<file path="src/rtl/uart_pkg.sv">
// Shared definitions for the stack-draining UART transmitter.
package uart_pkg;

    localparam logic [1:0] IDLE  = 2'd0;
    localparam logic [1:0] START = 2'd1;
    localparam logic [1:0] DATA  = 2'd2;
    localparam logic [1:0] STOP  = 2'd3;

    localparam logic UART_IDLE_LEVEL = 1'b1;

    // 12 MHz ICEstick clock at 115200 baud.
    localparam int unsigned DEFAULT_BAUD_DIV = 104;

    typedef enum logic [1:0] {
        StIdle  = IDLE,
        StStart = START,
        StData  = DATA,
        StStop  = STOP
    } tx_state_e;

endpackage

</file>
<file path="src/rtl/baud_tick_gen.sv">
// Free-running down-counter producing a one-cycle tick every BAUD_DIV cycles.
module baud_tick_gen
    import uart_pkg::*;
#(
    parameter int unsigned BAUD_DIV = DEFAULT_BAUD_DIV
) (
    input  logic clk,
    input  logic rst_n,
    input  logic load,
    output logic tick
);

    localparam int unsigned CntW = (BAUD_DIV > 1) ? $clog2(BAUD_DIV) : 1;
    localparam logic [CntW-1:0] Reload = CntW'(BAUD_DIV - 1);

    logic [CntW-1:0] cnt_d, cnt_q;

    always_comb begin
        cnt_d = cnt_q - CntW'(1);
        if (load || (cnt_q == '0)) begin
            cnt_d = Reload;
        end
    end

    always_ff @(posedge clk) begin
        if (!rst_n) begin
            cnt_q <= '0;
        end else begin
            cnt_q <= cnt_d;
        end
    end

    assign tick = (cnt_q == '0);

endmodule

</file>
<file path="src/rtl/fifo_uart_tx.sv">
// Pops bytes from the stack head once each and sends them as UART 8N1 frames.
module fifo_uart_tx
    import uart_pkg::*;
#(
    parameter int unsigned DATA_WIDTH = 8,
    parameter int unsigned BAUD_DIV   = DEFAULT_BAUD_DIV
) (
    input  logic                  clk,
    input  logic                  rst_n,
    input  logic                  EN,
    input  logic [DATA_WIDTH-1:0] FIFO_data,
    input  logic                  FIFO_empty,
    input  logic                  FIFO_busy,
    output logic                  FIFO_pop,
    output logic                  TX,
    output logic                  TX_busy
);

    localparam int unsigned BitW = $clog2(DATA_WIDTH + 1);
    localparam logic [BitW-1:0] LastBit = BitW'(DATA_WIDTH - 1);

    tx_state_e             state_d, state_q;
    logic [DATA_WIDTH-1:0] shift_d, shift_q;
    logic [BitW-1:0]       bit_cnt_d, bit_cnt_q;
    logic                  pop_d, pop_q;
    logic                  tx_d, tx_q;
    logic                  busy_d, busy_q;
    logic                  start, load, tick;

    assign start = EN && !FIFO_empty && !FIFO_busy;
    assign load  = (state_q == StIdle) && start;

    baud_tick_gen #(
        .BAUD_DIV(BAUD_DIV)
    ) u_baud (
        .clk  (clk),
        .rst_n(rst_n),
        .load (load),
        .tick (tick)
    );

    always_comb begin
        state_d   = state_q;
        shift_d   = shift_q;
        bit_cnt_d = bit_cnt_q;
        pop_d     = 1'b0;
        tx_d      = tx_q;
        busy_d    = busy_q;
        unique case (state_q)
            StIdle: begin
                if (start) begin
                    state_d = StStart;
                    shift_d = FIFO_data;
                    pop_d   = 1'b1;
                    tx_d    = ~UART_IDLE_LEVEL;
                    busy_d  = 1'b1;
                end
            end
            StStart: begin
                if (tick) begin
                    state_d   = StData;
                    tx_d      = shift_q[0];
                    shift_d   = shift_q >> 1;
                    bit_cnt_d = '0;
                end
            end
            StData: begin
                if (tick) begin
                    shift_d   = shift_q >> 1;
                    bit_cnt_d = bit_cnt_q + BitW'(1);
                    // The bit on the line when the counter hits LastBit is the final one.
                    if (bit_cnt_q == LastBit) begin
                        tx_d    = UART_IDLE_LEVEL;
                        state_d = StStop;
                    end else begin
                        tx_d = shift_q[0];
                    end
                end
            end
            StStop: begin
                if (tick) begin
                    state_d = StIdle;
                    busy_d  = 1'b0;
                end
            end
            default: state_d = StIdle;
        endcase
    end

    always_ff @(posedge clk) begin
        if (!rst_n) begin
            state_q   <= StIdle;
            shift_q   <= '0;
            bit_cnt_q <= '0;
            pop_q     <= 1'b0;
            tx_q      <= UART_IDLE_LEVEL;
            busy_q    <= 1'b0;
        end else begin
            state_q   <= state_d;
            shift_q   <= shift_d;
            bit_cnt_q <= bit_cnt_d;
            pop_q     <= pop_d;
            tx_q      <= tx_d;
            busy_q    <= busy_d;
        end
    end

    assign FIFO_pop = pop_q;
    assign TX       = tx_q;
    assign TX_busy  = busy_q;

endmodule

</file>
<file path="config.mk">
export PLATFORM = sky130hd
export DESIGN_NAME = fifo_uart_tx
export DESIGN_NICKNAME = d
export VERILOG_FILES = /design/src/rtl/uart_pkg.sv /design/src/rtl/baud_tick_gen.sv /design/src/rtl/fifo_uart_tx.sv
export SDC_FILE = /design/constraint.sdc
export NUM_CORES = 1
export LEC_CHECK = 0
export BUFFER_PORTS_ARGS = -buffer_cell sky130_fd_sc_hd__buf_2
export CAP_MARGIN = 25
export CORE_MARGIN = 3
export CORE_UTILIZATION = 53
export CTS_BUF_LIST = sky130_fd_sc_hd__clkbuf_4
export CTS_CLUSTER_DIAMETER = 200
export CTS_CLUSTER_SIZE = 25
export DETAILED_ROUTE_END_ITERATION = 8
export PLACE_DENSITY = 0.81
export SLEW_MARGIN = 10
export SYNTH_ARGS = -nofsm -noshare
export SYNTH_HDL_FRONTEND = slang
export SYNTH_SLANG_ARGS = --single-unit
</file>
<file path="constraint.sdc">
create_clock -name clk -period 4 [get_ports clk]
set_clock_uncertainty 0.2 [all_clocks]
set_input_delay 0.6 -clock clk [delete_from_list [all_inputs] [get_ports clk]]
set_output_delay 0.6 -clock clk [all_outputs]
set_load 0.02 [all_outputs]
</file>
==> impl_metrics.env, run 1 <==
export IMPL_status="completed"
export IMPL_syn_inst=143
export IMPL_mostFrequentLayoutCells="24 x dfxtp_1, 15 x buf_2, 13 x o21ai_0"
export IMPL_cts_root_buffer="clkbuf_4"
export IMPL_grt_ovfl_total=0
export IMPL_cts_resized=0
export IMPL_die_height_um=56.2
export IMPL_ir_worst_vdd_mv=0.560
export IMPL_yosys_warnings=0
export IMPL_portBuffers=15
export IMPL_hpwl_mm=1.79
export IMPL_cts_buffers=3
export IMPL_grt_pass1_wl_mm=4.31
export IMPL_finish_utilization_pct=63.9
export IMPL_syn_area_per_cell_um2=9.35
export IMPL_fin_crit_sh_pct=58.8
export IMPL_pre_cts_slack_ps=1700
export IMPL_grt_pass1_vias=1013
export IMPL_htreeDepth=1
export IMPL_r2r_start="state_q[0]$_SDFFE_PN0P_"
export IMPL_drive_gt1_share_pct=16.0
export IMPL_synthTopCellsByArea="dfxtp_1 36%, ha_1 7.5%, mux2i_1 6.7%"
export IMPL_coreArea_mm2=0.00230
export IMPL_rsz0062_at_grt="no"
export IMPL_clk_pin_slew_ps=140
export IMPL_synth_fp_nets=164
export IMPL_path_class="flip-flop to flip-flop"
export IMPL_slowest_delay_ps=660
export IMPL_drt_iter0_drc=18
export IMPL_synthFlopType="dfxtp_1"
export IMPL_synth_compound_area_share_pct=21.0
export IMPL_final_common_cell="dfxtp_1"
export IMPL_drc=0
export IMPL_synthAdderAreaFrac_pct=7.48
export IMPL_die_area_mm2=0.00316
export IMPL_synth_top_family_by_area="simple AND/OR/NAND/NOR gates"
export IMPL_path_max_fanout=15
export IMPL_power_total_w=0.00108
export IMPL_finalHoldViolCount=0
export IMPL_fp_dieW_um=56.2
export IMPL_yosys_area_share_simple_pct=21.6
export IMPL_area_growth_pct=9.82
export IMPL_routed_wl_mm=2.52
export IMPL_wl_per_cell_um=13.7
export IMPL_n_antenna_cell=0
export IMPL_worstSetupStartpointType="flip-flop"
export IMPL_leakage_nw=0.585
export IMPL_syn_cell_area_mm2=0.00134
export IMPL_p_per_area_mw_per_mm2=737
export IMPL_clockBufferDepth=2
export IMPL_setup_viol=0
export IMPL_r2r_end="shift_q[0]$_SDFFE_PN0P_"
export IMPL_synth_seq_cells=24
export IMPL_fin_setup_tns_ps=0
export IMPL_final_antenna_net_count=0
export IMPL_synth_largest_area_cell="dfxtp_1"
export IMPL_synth_cell_types=39
export IMPL_critPathCaptureType="flip-flop"
export IMPL_drv_slew=0
export IMPL_first_pass_iters=4
export IMPL_r2r_slack_ps=1650
export IMPL_synth_edf_count=0
export IMPL_fin_cells=184
export IMPL_nFillCells=187
export IMPL_worst_slew_pin_slew_ps=873
export IMPL_hold_class="flip-flop to flip-flop"
export IMPL_post_place_cells=180
export IMPL_initial_core_util_pct=58.2
export IMPL_ys_seq_area_share_pct=35.9
export IMPL_synth_top_area_share_pct=35.9
export IMPL_place_congestion=0.892
export IMPL_clock_sinks=24
export IMPL_layout_min_cycle_time_ps=2350
export IMPL_grt_max_degree=28
export IMPL_maxCapViolations=0
export IMPL_slowest_stage="ha_1"
export IMPL_fmax_mhz=426
export IMPL_num_rows=17
export IMPL_path_cells="inv_1, ha_1, a31oi_4, or3_2, a21boi_1"
export IMPL_num_vias=1039
export IMPL_hp_start="shift_q[5]$_SDFFE_PN0P_"
export IMPL_clk_latency_ps=330
export IMPL_arrival_ps=2420
export IMPL_cp_required_ps=4070
export IMPL_cts_tree="yes"
export IMPL_worst_slack_ps=1650
export IMPL_vias_per_cell=5.65
export IMPL_slew_headroom_pct=41.6
export IMPL_synthMuxAreaShare_pct=6.74
export IMPL_synth_xor_area_share_pct=3.27
export IMPL_synthArstFlopShare_pct=0
export IMPL_grt_total_usage_pct=16.9
export IMPL_hold_path_end="shift_q[5]$_SDFFE_PN0P_"
export IMPL_cts_hold_fix_buffers=0
export IMPL_antenna_found_initial=0
export IMPL_fin_nets=178
export IMPL_r2r_cells=5
export IMPL_hold_depth=2
export IMPL_cts_setup_buffers=0
export IMPL_io_pin_count=16
-- flip-flops by register name, indices dropped and copies added, names as in the netlist --
| signal | cells |
|---|---|
| TX | 1 |
| FIFO_pop | 1 |
| state_q | 2 |
| bit_cnt_q | 4 |
| TX_busy | 1 |
| shift_q | 8 |
| u_baud.cnt_q | 7 |
-- how the worst max path moves through the flow --
| stage | slack, ps | start | end |
|---|---|---|---|
| floorplan | 2060 | state_q[0]$_SDFFE_PN0P_ | TX$_SDFFE_PN1P_ |
| global placement | 1780 | EN | state_q[1]$_SDFFE_PN0P_ |
| detailed placement | 1700 | state_q[0]$_SDFFE_PN0P_ | shift_q[0]$_SDFFE_PN0P_ |
| CTS | 1650 | state_q[1]$_SDFFE_PN0P_ | shift_q[0]$_SDFFE_PN0P_ |
| global route | 1500 | state_q[0]$_SDFFE_PN0P_ | shift_q[0]$_SDFFE_PN0P_ |
| finish | 1650 | state_q[0]$_SDFFE_PN0P_ | shift_q[0]$_SDFFE_PN0P_ |
-- stage by stage --
stage / hold WS (ps) / area [µm²]
6_report: 284 / 1470
3_5_place_dp: 270 / 1420
3_3_place_gp: 263 / 1420
2_1_floorplan: 240 / 1340
5_1_grt: 303 / 1470
4_1_cts: 285 / 1470
-- report_power, final --
group / switching [W] / internal (W) / total, W
Sequential: 0.0000644 / 0.000307 / 0.000371
Combinational: 0.000308 / 0.000222 / 0.000530
Clock: 0.0000795 / 0.000101 / 0.000181
Total: 0.000452 / 0.000631 / 0.00108
-- worst max-delay path, delay by kind of cell, from the launching register on --
family / cells / cell delay (ps)
fa+ha+maj: 1 / 660
simple gates: 1 / 500
compound gates: 2 / 410
flops: 1 / 410
buf+inv: 1 / 100
-- Yosys cell counts, types with 2 or more instances --
library cell / instances
a21oi_1: 2
nor4_1: 2
and2_1: 2
nor3b_1: 3
dfxtp_1: 24
a21boi_1: 5
clkbuf_1: 4
and3_1: 3
inv_1: 6
nand3_1: 3
or3_1: 7
o21a_1: 2
nor2_1: 6
o21ai_0: 13
xnor2_1: 2
ha_1: 8
o211ai_1: 2
nand2_1: 7
a21boi_0: 11
nor2b_1: 2
xor2_1: 3
mux2i_1: 9
-- metal layers --
metal	track usage, %	wire length (µm)
met1	18.9	1170
met5	0	0
met2	29.9	1210
met3	5.10	112
met4	5.76	27
-- kinds of logic (layout without fill, tap and decap cells) --
| kind of cell | Yosys count | count (layout) |
|---|---|---|
| flip-flops | 24 | 24 |
| XOR/XNOR | 5 | 5 |
| buffers and inverters | 12 | 25 |
| multiplexers | 9 | 9 |
| AND/OR/NAND/NOR | 45 | 45 |
| AO/OA/AOI/OAI | 40 | 40 |
| adder cells (fa/ha/maj) | 8 | 8 |
-- area by class of cell --
cell class              instances  area, µm²  share of cell area [%]
multi-input cells             107        803                    54.7
flip-flops and latches         24        480                    32.7
repair buffers                 15       75.1                    5.11
well taps                      28       35.0                    2.39
clock inverters                 1       30.0                    2.04
clock buffers                   3       22.5                    1.53
inverters                       6       22.5                    1.53
Power figures use the tool's default switching activity.
==> run 2: changes to the inputs <==
- clock period: 4 -> 2.2 ns (I/O delays scaled with it)
==> run 2 against run 1 <==
Compared with the run above:
- setup slack got worse by 1500 ps
- via count up 2.8%
- cell area grew 2.6%
- first-iteration DRC count fell by 5.6%
- critical path type unchanged
- count of clock-buffer cells in the layout unchanged
- critical path depth rose by 1
==> impl_metrics.env, run 2 (synthesis results as in run 1) <==
export IMPL_hold_class="input pin to flip-flop"
export IMPL_clockBufferDepth=2
export IMPL_io_pin_count=16
export IMPL_drc=0
export IMPL_hpwl_mm=1.84
export IMPL_cp_required_ps=2260
export IMPL_cts_tree="yes"
export IMPL_ir_worst_vdd_mv=1.17
export IMPL_slowest_stage="or3_2"
export IMPL_die_area_mm2=0.00316
export IMPL_path_max_fanout=15
export IMPL_path_cells="inv_1, ha_1, nor2b_2, a31oi_4, or3_2, a21boi_1"
export IMPL_antenna_found_initial=0
export IMPL_fin_area_mm2=0.00151
export IMPL_wl_per_cell_um=13.0
export IMPL_initial_core_util_pct=58.2
export IMPL_fin_crit_sh_pct=94.0
export IMPL_fin_nets=181
export IMPL_layout_min_cycle_time_ps=2070
export IMPL_fp_dieW_um=56.2
export IMPL_htreeDepth=1
export IMPL_arrival_ps=2120
export IMPL_nFillCells=196
export IMPL_worstSetupStartpointType="flip-flop"
export IMPL_area_growth_pct=12.6
export IMPL_placed_cell_area_mm2=0.00145
export IMPL_setup_viol=0
export IMPL_clk_latency_ps=320
export IMPL_rsz0062_at_grt="no"
export IMPL_cts_setup_buffers=0
export IMPL_portBuffers=15
export IMPL_drive_gt1_share_pct=18.2
export IMPL_drv_slew=0
export IMPL_top_register="shift_q"
export IMPL_num_rows=17
export IMPL_grt_pass1_vias=1069
export IMPL_grt_max_degree=28
export IMPL_clock_sinks=24
export IMPL_drt_iter0_drc=17
export IMPL_mostFrequentLayoutCells="24 x dfxtp_1, 15 x buf_2, 13 x o21ai_0"
export IMPL_grt_ovfl_total=0
export IMPL_multi_input_area_um2=806
export IMPL_p_per_area_mw_per_mm2=1360
export IMPL_cts_buffers=3
export IMPL_final_antenna_net_count=0
export IMPL_status="completed"
export IMPL_clk_pin_slew_ps=130
export IMPL_slowest_delay_ps=480
export IMPL_final_seq_area_um2=480
export IMPL_maxCapViolations=0
export IMPL_fmax_mhz=484
export IMPL_leakage_nw=0.607
export IMPL_place_congestion=0.760
export IMPL_n_antenna_cell=0
export IMPL_grt_pass1_wl_mm=4.46
export IMPL_vias_per_cell=5.71
export IMPL_die_height_um=56.2
export IMPL_slew_headroom_pct=73.4
export IMPL_fin_setup_tns_ps=0
export IMPL_reg_top3="shift_q (8), u_baud.cnt_q (7), bit_cnt_q (4)"
export IMPL_coreArea_mm2=0.00230
export IMPL_first_pass_iters=4
export IMPL_routed_wl_mm=2.43
export IMPL_path_class="flip-flop to flip-flop"
export IMPL_final_common_cell="dfxtp_1"
export IMPL_num_vias=1068
export IMPL_worst_slew_pin_slew_ps=398
export IMPL_finalHoldViolCount=0
export IMPL_grt_total_usage_pct=17.0
export IMPL_critPathCaptureType="flip-flop"
export IMPL_cts_root_buffer="clkbuf_4"
export IMPL_largest_reg_flops=8
run 2: cell count changes in the layout (fill, tap and decap cells not counted):
cell / before / now
buf_12: 0 / 1
buf_4: 0 / 2
nor2b_1: 2 / 1
nor2b_2: 0 / 1
run 2: per-layer routing:
layer,vias to the layer above,track usage (%),part of all wire (%)
li1,547,-,-
met1,499,20.1,44
met2,18,30.6,50
met3,4,4.64,4.2
met4,0,3.05,1.1
met5,-,0,0
run 2: worst paths after layout:
kind,start,slack (ps),to,depth (start not counted)
worst max-delay path,state_q[1]$_SDFFE_PN0P_,130,shift_q[0]$_SDFFE_PN0P_,6
worst min-delay path,FIFO_data[7],70,shift_q[7]$_SDFFE_PN0P_,3
worst max register to register,state_q[1]$_SDFFE_PN0P_,130,shift_q[0]$_SDFFE_PN0P_,6
worst min register to register,u_baud.cnt_q[0]$_SDFF_PN0_,280,u_baud.cnt_q[0]$_SDFF_PN0_,1
run 2: cell type report:
class / instances / share of cell area, %
Multi-Input combinational cell: 107 / 53.5
Sequential cell: 24 / 31.9
Timing Repair Buffer: 18 / 7.31
Tap cell: 28 / 2.33
Clock inverter: 1 / 1.99
Clock buffer: 3 / 1.50
Inverter: 6 / 1.50
run 2: critical path: cells and delay by family, from the launching register on:
family          cells  cell delay, ps
fa+ha+maj           1             390
simple gates        2             670
flops               1             420
compound gates      2             230
buf+inv             1             110
run 2: through the flow:
stage | hold slack (ps) | std cells | util (%) | setup WS, ps | power (W)
after global routing | 82.8 | 187 | 65.6 | 19.1 | 0.00222
after floorplan | 240 | 143 | - | 257 | 0.00150
after global placement | 260 | 183 | 63.2 | 205 | 0.00168
final | 71.6 | 187 | 65.6 | 133 | 0.00205
after CTS | 70.6 | 187 | 65.5 | 83.6 | 0.00205
after detailed placement | 269 | 183 | 63.2 | 104 | 0.00172
run 2: report_power, final:
group          switching, W  internal, W  leakage [nW]
clock network      0.000135     0.000184        0.0279
logic              0.000573     0.000479         0.382
registers          0.000119     0.000558         0.197
total              0.000827      0.00122         0.607
run 2: what timing repair did:
| action | 4_1_cts | 5_1_grt |
|---|---|---|
| endpoints found under the setup margin | 0 | 2 |
| hold buffers | 0 | 0 |
| resized for setup | 0 | 1 |
